===== src/rtl/updn_cnt_arb_if.sv =====
// Command bus between two clients and the shared up/down counter sequencer.
// Latency: n/a (signal bundle only).
// Backpressure: req is level-held by the client until its gnt pulse.
interface updn_cnt_arb_if #(
    parameter int WIDTH = 3
);
    logic             req0;
    logic             req1;
    logic [1:0]       op0;
    logic [1:0]       op1;
    logic [WIDTH-1:0] arg0;
    logic [WIDTH-1:0] arg1;
    logic             gnt0;
    logic             gnt1;
    logic             busy;
    logic             done;
    logic             done_id;
    logic [WIDTH-1:0] count;

    // Client side: issues commands, observes grant/completion and the count.
    modport master (
        output req0, req1, op0, op1, arg0, arg1,
        input  gnt0, gnt1, busy, done, done_id, count
    );

    // Counter side: accepts commands, owns the count register.
    modport slave (
        input  req0, req1, op0, op1, arg0, arg1,
        output gnt0, gnt1, busy, done, done_id, count
    );
endinterface


===== src/rtl/updn_cnt_arb.sv =====
// Round-robin arbiter/sequencer for a shared WIDTH-bit up/down counter.
// Latency: gnt 1 cycle after request sample; done after max(steps,1) more cycles.
// Backpressure: requests wait (req held) while busy; re-arbitrated on return to IDLE.
module updn_cnt_arb #(
    parameter int WIDTH = 3
) (
    input  logic         clk,
    input  logic         reset_n,
    updn_cnt_arb_if.slave bus
);
    localparam logic [1:0] OP_READ = 2'b00;
    localparam logic [1:0] OP_LOAD = 2'b01;
    localparam logic [1:0] OP_UP   = 2'b10;
    localparam logic [1:0] OP_DOWN = 2'b11;

    typedef enum logic [1:0] {
        IDLE = 2'd0,
        EXEC = 2'd1,
        DONE = 2'd2
    } state_t;

    state_t           state;
    state_t           state_nxt;
    logic [1:0]       cmd_op;
    logic [WIDTH-1:0] remaining;   // step count for UP/DOWN, load value for LOAD
    logic             cmd_id;
    logic             last_id;
    logic             take;
    logic             pick;
    logic             finish;

    logic             gnt0_q;
    logic             gnt1_q;
    logic             busy_q;
    logic             done_q;
    logic             done_id_q;
    logic [WIDTH-1:0] count_q;

    // Next-state, arbitration choice and completion decode.
    always_comb begin
        state_nxt = state;
        take      = 1'b0;
        pick      = 1'b0;
        finish    = 1'b0;
        case (state)
            IDLE: begin
                if (bus.req0 || bus.req1) begin
                    take      = 1'b1;
                    // On a tie the client not granted last wins.
                    pick      = (bus.req0 && bus.req1) ? ~last_id : bus.req1;
                    state_nxt = EXEC;
                end
            end
            EXEC: begin
                // Steps finish on the edge where remaining goes 1->0; zero steps finish at once.
                if (cmd_op == OP_READ || cmd_op == OP_LOAD ||
                    remaining <= WIDTH'(1)) begin
                    finish    = 1'b1;
                    state_nxt = DONE;
                end
            end
            DONE:    state_nxt = IDLE;
            default: state_nxt = IDLE;
        endcase
    end

    // FSM state register.
    always_ff @(posedge clk or negedge reset_n) begin
        if (!reset_n) state <= IDLE;
        else          state <= state_nxt;
    end

    // Registered handshake outputs: grant pulse, busy, done pulse and tag.
    always_ff @(posedge clk or negedge reset_n) begin
        if (!reset_n) begin
            gnt0_q    <= 1'b0;
            gnt1_q    <= 1'b0;
            busy_q    <= 1'b0;
            done_q    <= 1'b0;
            done_id_q <= 1'b0;
        end else begin
            gnt0_q <= take && !pick;
            gnt1_q <= take && pick;
            busy_q <= (state_nxt != IDLE);
            done_q <= finish;
            if (finish) done_id_q <= cmd_id;
        end
    end

    // Command latch at grant, then countdown of remaining steps.
    always_ff @(posedge clk or negedge reset_n) begin
        if (!reset_n) begin
            cmd_op    <= OP_READ;
            remaining <= '0;
            cmd_id    <= 1'b0;
            last_id   <= 1'b1;
        end else if (take) begin
            cmd_op    <= pick ? bus.op1  : bus.op0;
            remaining <= pick ? bus.arg1 : bus.arg0;
            cmd_id    <= pick;
            last_id   <= pick;
        end else if (state == EXEC && cmd_op[1] && remaining != '0) begin
            remaining <= remaining - 1'b1;
        end
    end

    // Count register: load or one modular step per EXEC cycle.
    always_ff @(posedge clk or negedge reset_n) begin
        if (!reset_n) begin
            count_q <= '0;
        end else if (state == EXEC) begin
            case (cmd_op)
                OP_LOAD: count_q <= remaining;
                OP_UP:   if (remaining != '0) count_q <= count_q + 1'b1;
                OP_DOWN: if (remaining != '0) count_q <= count_q - 1'b1;
                default: count_q <= count_q;
            endcase
        end
    end

    assign bus.gnt0    = gnt0_q;
    assign bus.gnt1    = gnt1_q;
    assign bus.busy    = busy_q;
    assign bus.done    = done_q;
    assign bus.done_id = done_id_q;
    assign bus.count   = count_q;
endmodule


===== src/flat_wrapper.sv =====
// flat-port wrapper written by rule: the top's interface ports become plain ports
module updn_cnt_arb_flat 
#(
    parameter int WIDTH = 3
)
  (clk, reset_n, bus_req0, bus_req1, bus_op0, bus_op1, bus_arg0, bus_arg1, bus_gnt0, bus_gnt1, bus_busy, bus_done, bus_done_id, bus_count);
  updn_cnt_arb_if #(.WIDTH(WIDTH)) bus_i ();
  input  logic clk;
  input  logic reset_n;
  input wire logic [$bits(bus_i.req0)-1:0] bus_req0;
  input wire logic [$bits(bus_i.req1)-1:0] bus_req1;
  input wire logic [$bits(bus_i.op0)-1:0] bus_op0;
  input wire logic [$bits(bus_i.op1)-1:0] bus_op1;
  input wire logic [$bits(bus_i.arg0)-1:0] bus_arg0;
  input wire logic [$bits(bus_i.arg1)-1:0] bus_arg1;
  output wire logic [$bits(bus_i.gnt0)-1:0] bus_gnt0;
  output wire logic [$bits(bus_i.gnt1)-1:0] bus_gnt1;
  output wire logic [$bits(bus_i.busy)-1:0] bus_busy;
  output wire logic [$bits(bus_i.done)-1:0] bus_done;
  output wire logic [$bits(bus_i.done_id)-1:0] bus_done_id;
  output wire logic [$bits(bus_i.count)-1:0] bus_count;
  assign bus_i.req0 = bus_req0;
  assign bus_i.req1 = bus_req1;
  assign bus_i.op0 = bus_op0;
  assign bus_i.op1 = bus_op1;
  assign bus_i.arg0 = bus_arg0;
  assign bus_i.arg1 = bus_arg1;
  assign bus_gnt0 = bus_i.gnt0;
  assign bus_gnt1 = bus_i.gnt1;
  assign bus_busy = bus_i.busy;
  assign bus_done = bus_i.done;
  assign bus_done_id = bus_i.done_id;
  assign bus_count = bus_i.count;
  updn_cnt_arb #(.WIDTH(WIDTH)) u_core (.clk(clk), .reset_n(reset_n), .bus(bus_i));
endmodule

===== config.mk =====
export PLATFORM = sky130hd
export DESIGN_NAME = updn_cnt_arb_flat
export DESIGN_NICKNAME = d
export VERILOG_FILES = /design/src/rtl/updn_cnt_arb_if.sv /design/src/rtl/updn_cnt_arb.sv /design/src/flat_wrapper.sv
export SDC_FILE = /design/constraint.sdc
export NUM_CORES = 1
export LEC_CHECK = 0
export CAP_MARGIN = 20
export CELL_PAD_IN_SITES_DETAIL_PLACEMENT = 0
export CELL_PAD_IN_SITES_GLOBAL_PLACEMENT = 1
export CORE_ASPECT_RATIO = 1.4
export CORE_MARGIN = 5
export CORE_UTILIZATION = 39
export DETAILED_ROUTE_END_ITERATION = 8
export PLACE_DENSITY = 0.92
export SYNTH_ARGS = -nofsm -noshare
export SYNTH_HDL_FRONTEND = slang
export SYNTH_SLANG_ARGS = --single-unit

===== constraint.sdc =====
create_clock -name clk -period 2.8 [get_ports clk]
set_input_delay 0.7 -clock clk [delete_from_list [all_inputs] [get_ports clk]]
set_output_delay 0.7 -clock clk [all_outputs]
set_load 0.01 [all_outputs]

==> results.md <==
* Status: finished clean
* H-tree levels at 1
* First-pass GRT wire length at around 3200 µm
* I/O pin cnt at 22
* Crit-path slowest cell: clkdlybuf4s50_1
* Average cell area after synthesis at 10.4 µm²
* Final worst-path cycle share at around 69%
* Critical Path Source Type: flip-flop
* Initial Utilization at around 40%
* Nets at 126
* Die W at roughly 50 µm
* Drt total wl at between 1500 and 2000 µm
* Slew HR at 50.4%
* Share of cells above drive strength 1 at ~8.4%
* Setup Buffers After CTS at 0
* Max Transition Viols Final at 0
* Complex-gate fraction of the synthesized area at a little under a fifth
* Placer Congestion at between 0.7 and 0.8
* Hold depth at 1
* Port bufs at 21
* Hold WC Path Type: reg2reg
* Mapped Area at 886 µm²
* Reg power frac at 38.9%
* Pwr Density at 1080 nW/µm²
* Dpl ws at 0.686 ns
* DR iter-0 viols at 11
* Clock Tree Buf Depth at 2
* Post-synth ARST share at 100%
* Register area at 427 µm²
* Vias in the first global route at about 730
* Sw power at 0.495 mW
* Synthesized flop and latch total at 17
* Hpwl dp at 1420 µm
* Routed length per instance at about 14 µm
* Origin of the worst min-delay path: u_core.bus.done_id$_DFFE_PN0P_
* Total grt overflow at 0
* Library cells used by synthesis at 34
* Syn Nets at 103
* Max incr delay on CP at 0.55 ns
* Post-synthesis mux area share at under 10%
* Critical path arrival at 1.24 ns
* Fill cells at 191
* Core area at 2180 µm²
* Layout area overhead at 27.5%
* Hold Path End: u_core.bus.done_id$_DFFE_PN0P_
* Die area at 3340 µm²
* Worst Max-Slew Pin Slew at about 0.74 ns
* Sw Share at slightly above 40%
* Setup ws final at between 0.8 and 0.9 ns
* Synth Flop Type: dfrtp_1
* CTS tree: yes
* Initial antenna violation count at 0
* Vias per cell at 5.28
* Antenna Nets Post-Route at 0
* Worst Path Buf+Inv at 1
* Syn Inst Count at 85
* Seq/Total Area, Yosys at 48.2%
* Largest net degree at the start of global routing at 18
* Worst R2R Path Depth at 6
* Hold buffers post-CTS at 0
* Simple-gate share of the synthesized area at 18.6%
* Post-synthesis adder-cell area fraction at 6.50%
* Clock Pin Slew Worst Setup and Hold Paths at 0.10 ns
* First-pass iteration count of the detailed router at 4
* Worst setup path start: u_core.bus.count[2]$_DFFE_PN0P_
* Post-route DRC at 0
* Setup violators final at 0
* Combinational cell fraction of total power at 50.4%
* Leak at 0.492 nW
* Worst clock skew at just under 0.007 ns
* Largest family of logic cells by synthesized area: simple AND/OR/NAND/NOR gates
* Max_cap viols at 0
* Sink Count at 17
* CP top delay family: buffers and inverters
* Diodes inserted at 0
* Reg2reg end: u_core.bus.count[2]$_DFFE_PN0P_
* Flop2flop setup slack at 1.04 ns
* Fin crit period at 1.94 ns
* RSZ-0062 raised after global routing: no
* Clk pwr share at 10.8%
* CP Data Required Time at 2.10 ns
* Max VDD drop at approximately 0.00054 V
* Synth warnings at 0
* Post-Synth XOR/XNOR Area at less than 1%
* Final hold violation count at 0
* Critical path class: reg2out
* Vias at ~680
* Rows at 20
* Worst r2r src: u_core.cmd_op[1]$_DFFE_PN0P_
* Final Power at roughly 1.2 mW
* Power Internal at 0.727 mW
* CTS root buf: clkbuf_4
* Worst skew pair latency at 0.29 ns
* Gr usage total at 12.5%
* CTS Buf Count at 3
* Crit Path Max Fanout at 4
* CTS-repair resized insts at 0
* Die Ht at 66.4 µm
* Multi-input gate area at ~420 µm²
* CP cell instances: clkdlybuf4s50_1
* EDFF count, synth at 0
* Setup TNS at 0 ns
* Endpoint type of the worst setup path: output pin
* Fmax at just over 0.5 GHz
## power by group through the flow
stage	combinational, mW	sequential, mW	clock (mW)
floorplan	0.419	0.470	0
global placement	0.596	0.477	0
detailed placement	0.618	0.483	0
CTS	0.622	0.477	0.135
global route	0.693	0.499	0.147
finish	0.615	0.475	0.131
## cell usage in the layout (no fill, tap or decap), drive strengths merged
cell type,instances
nor3b,1
nor2,13
nor3,1
nand2b,2
nor2b,1
fa,1
a22o,2
clkdlybuf4s50,21
a222oi,2
nand3,3
nand4,1
nand2,5
xor2,1
o211ai,2
a211oi,1
mux2i,1
o21ai,3
o21bai,1
a21oi,4
clkinv,1
inv,6
dfrtp,16
clkbuf,3
o32a,3
a21bo,1
or4,1
o21a,1
nand3b,2
ha,3
dfstp,1
mux2,1
and3,2
## flip-flops by register name (all words and copies together) (netlist names)
name,count
u_core.bus.busy,1
u_core.bus.gnt1,1
u_core.bus.done,1
u_core.cmd_op,2
u_core.state,2
u_core.cmd_id,1
u_core.remaining,3
u_core.bus.done_id,1
u_core.bus.gnt0,1
u_core.bus.count,3
u_core.last_id,1
## metrics by stage
step                      instances  hold slack, ns  utilization, %  instance area (µm²)
after floorplan                  85           0.404               -                  886
after global placement          125           0.478            50.6                 1100
after detailed placement        125           0.488            50.6                 1100
after CTS                       129           0.515            51.9                 1130
after global routing            129           0.539            51.9                 1130
final                           129           0.508            51.9                 1130
## synth_stat cells (2+ instances only)
library cell,count,area share (%)
nor2_1,12,5.1
a22o_1,2,2.0
nand3b_1,2,1.7
a21oi_1,4,2.3
ha_1,3,4.2
dfrtp_1,16,45
o211ai_1,2,1.7
o32a_1,3,3.4
nand2b_1,2,1.4
inv_1,6,2.5
a222oi_1,2,2.3
nand3_1,3,1.7
o21ai_1,2,1.1
nand2_1,5,2.1
buf_2,2,1.1
## cells by family (layout without fill, tap and decap cells)
logic type                 after synthesis  count (layout)
buffers and inverters                    9              31
DFF                                     17              17
xor gates and xnor gates                 1               1
muxes                                    2               2
adders and majority gates                4               4
AOI/OAI and AO/OA                       20              20
and+or+nand+nor                         32              32
## worst max-delay path by stage
stage / endpoint / slack [ns] / depth (start not counted)
2_1_floorplan: u_core.bus.count[2]$_DFFE_PN0P_ / 1.22 / 7
3_3_place_gp: u_core.remaining[0]$_DFFE_PN0P_ / 0.74 / 5
3_5_place_dp: u_core.remaining[2]$_DFFE_PN0P_ / 0.69 / 5
4_1_cts: bus_count[2] / 0.85 / 1
5_1_grt: bus_count[2] / 0.79 / 1
6_report: bus_count[2] / 0.86 / 1
## layout make-up
type / count / area share (%)
Multi-Input combinational cell: 59 / 36.8
Timing Repair Buffer: 21 / 18.6
Inverter: 6 / 1.99
Clock buffer: 3 / 1.99
Tap cell: 22 / 2.44
Sequential cell: 17 / 37.8
Clock inverter: 1 / 0.443
## worst register-to-register path: cells and delay by family (launching register included)
kind / cells / cell delay [ns]
mux: 1 / 0.13
flops: 1 / 0.63
fa+ha+maj: 1 / 0.40
simple gates: 3 / 0.30
xor+xnor: 1 / 0.19
## per-layer routing
| layer | vias up | part of all wire, % | routed length, µm | global-route usage [%] |
|---|---|---|---|---|
| met5 | - | 0 | 0 | 0 |
| met2 | 16 | 51 | 924 | 20.3 |
| met3 | 4 | 5.1 | 93 | 2.48 |
| met4 | 0 | 2.4 | 44 | 6.89 |
| li1 | 344 | - | - | - |
| met1 | 317 | 41 | 745 | 15.0 |
Note: power is estimated with default switching activity, not from simulation.
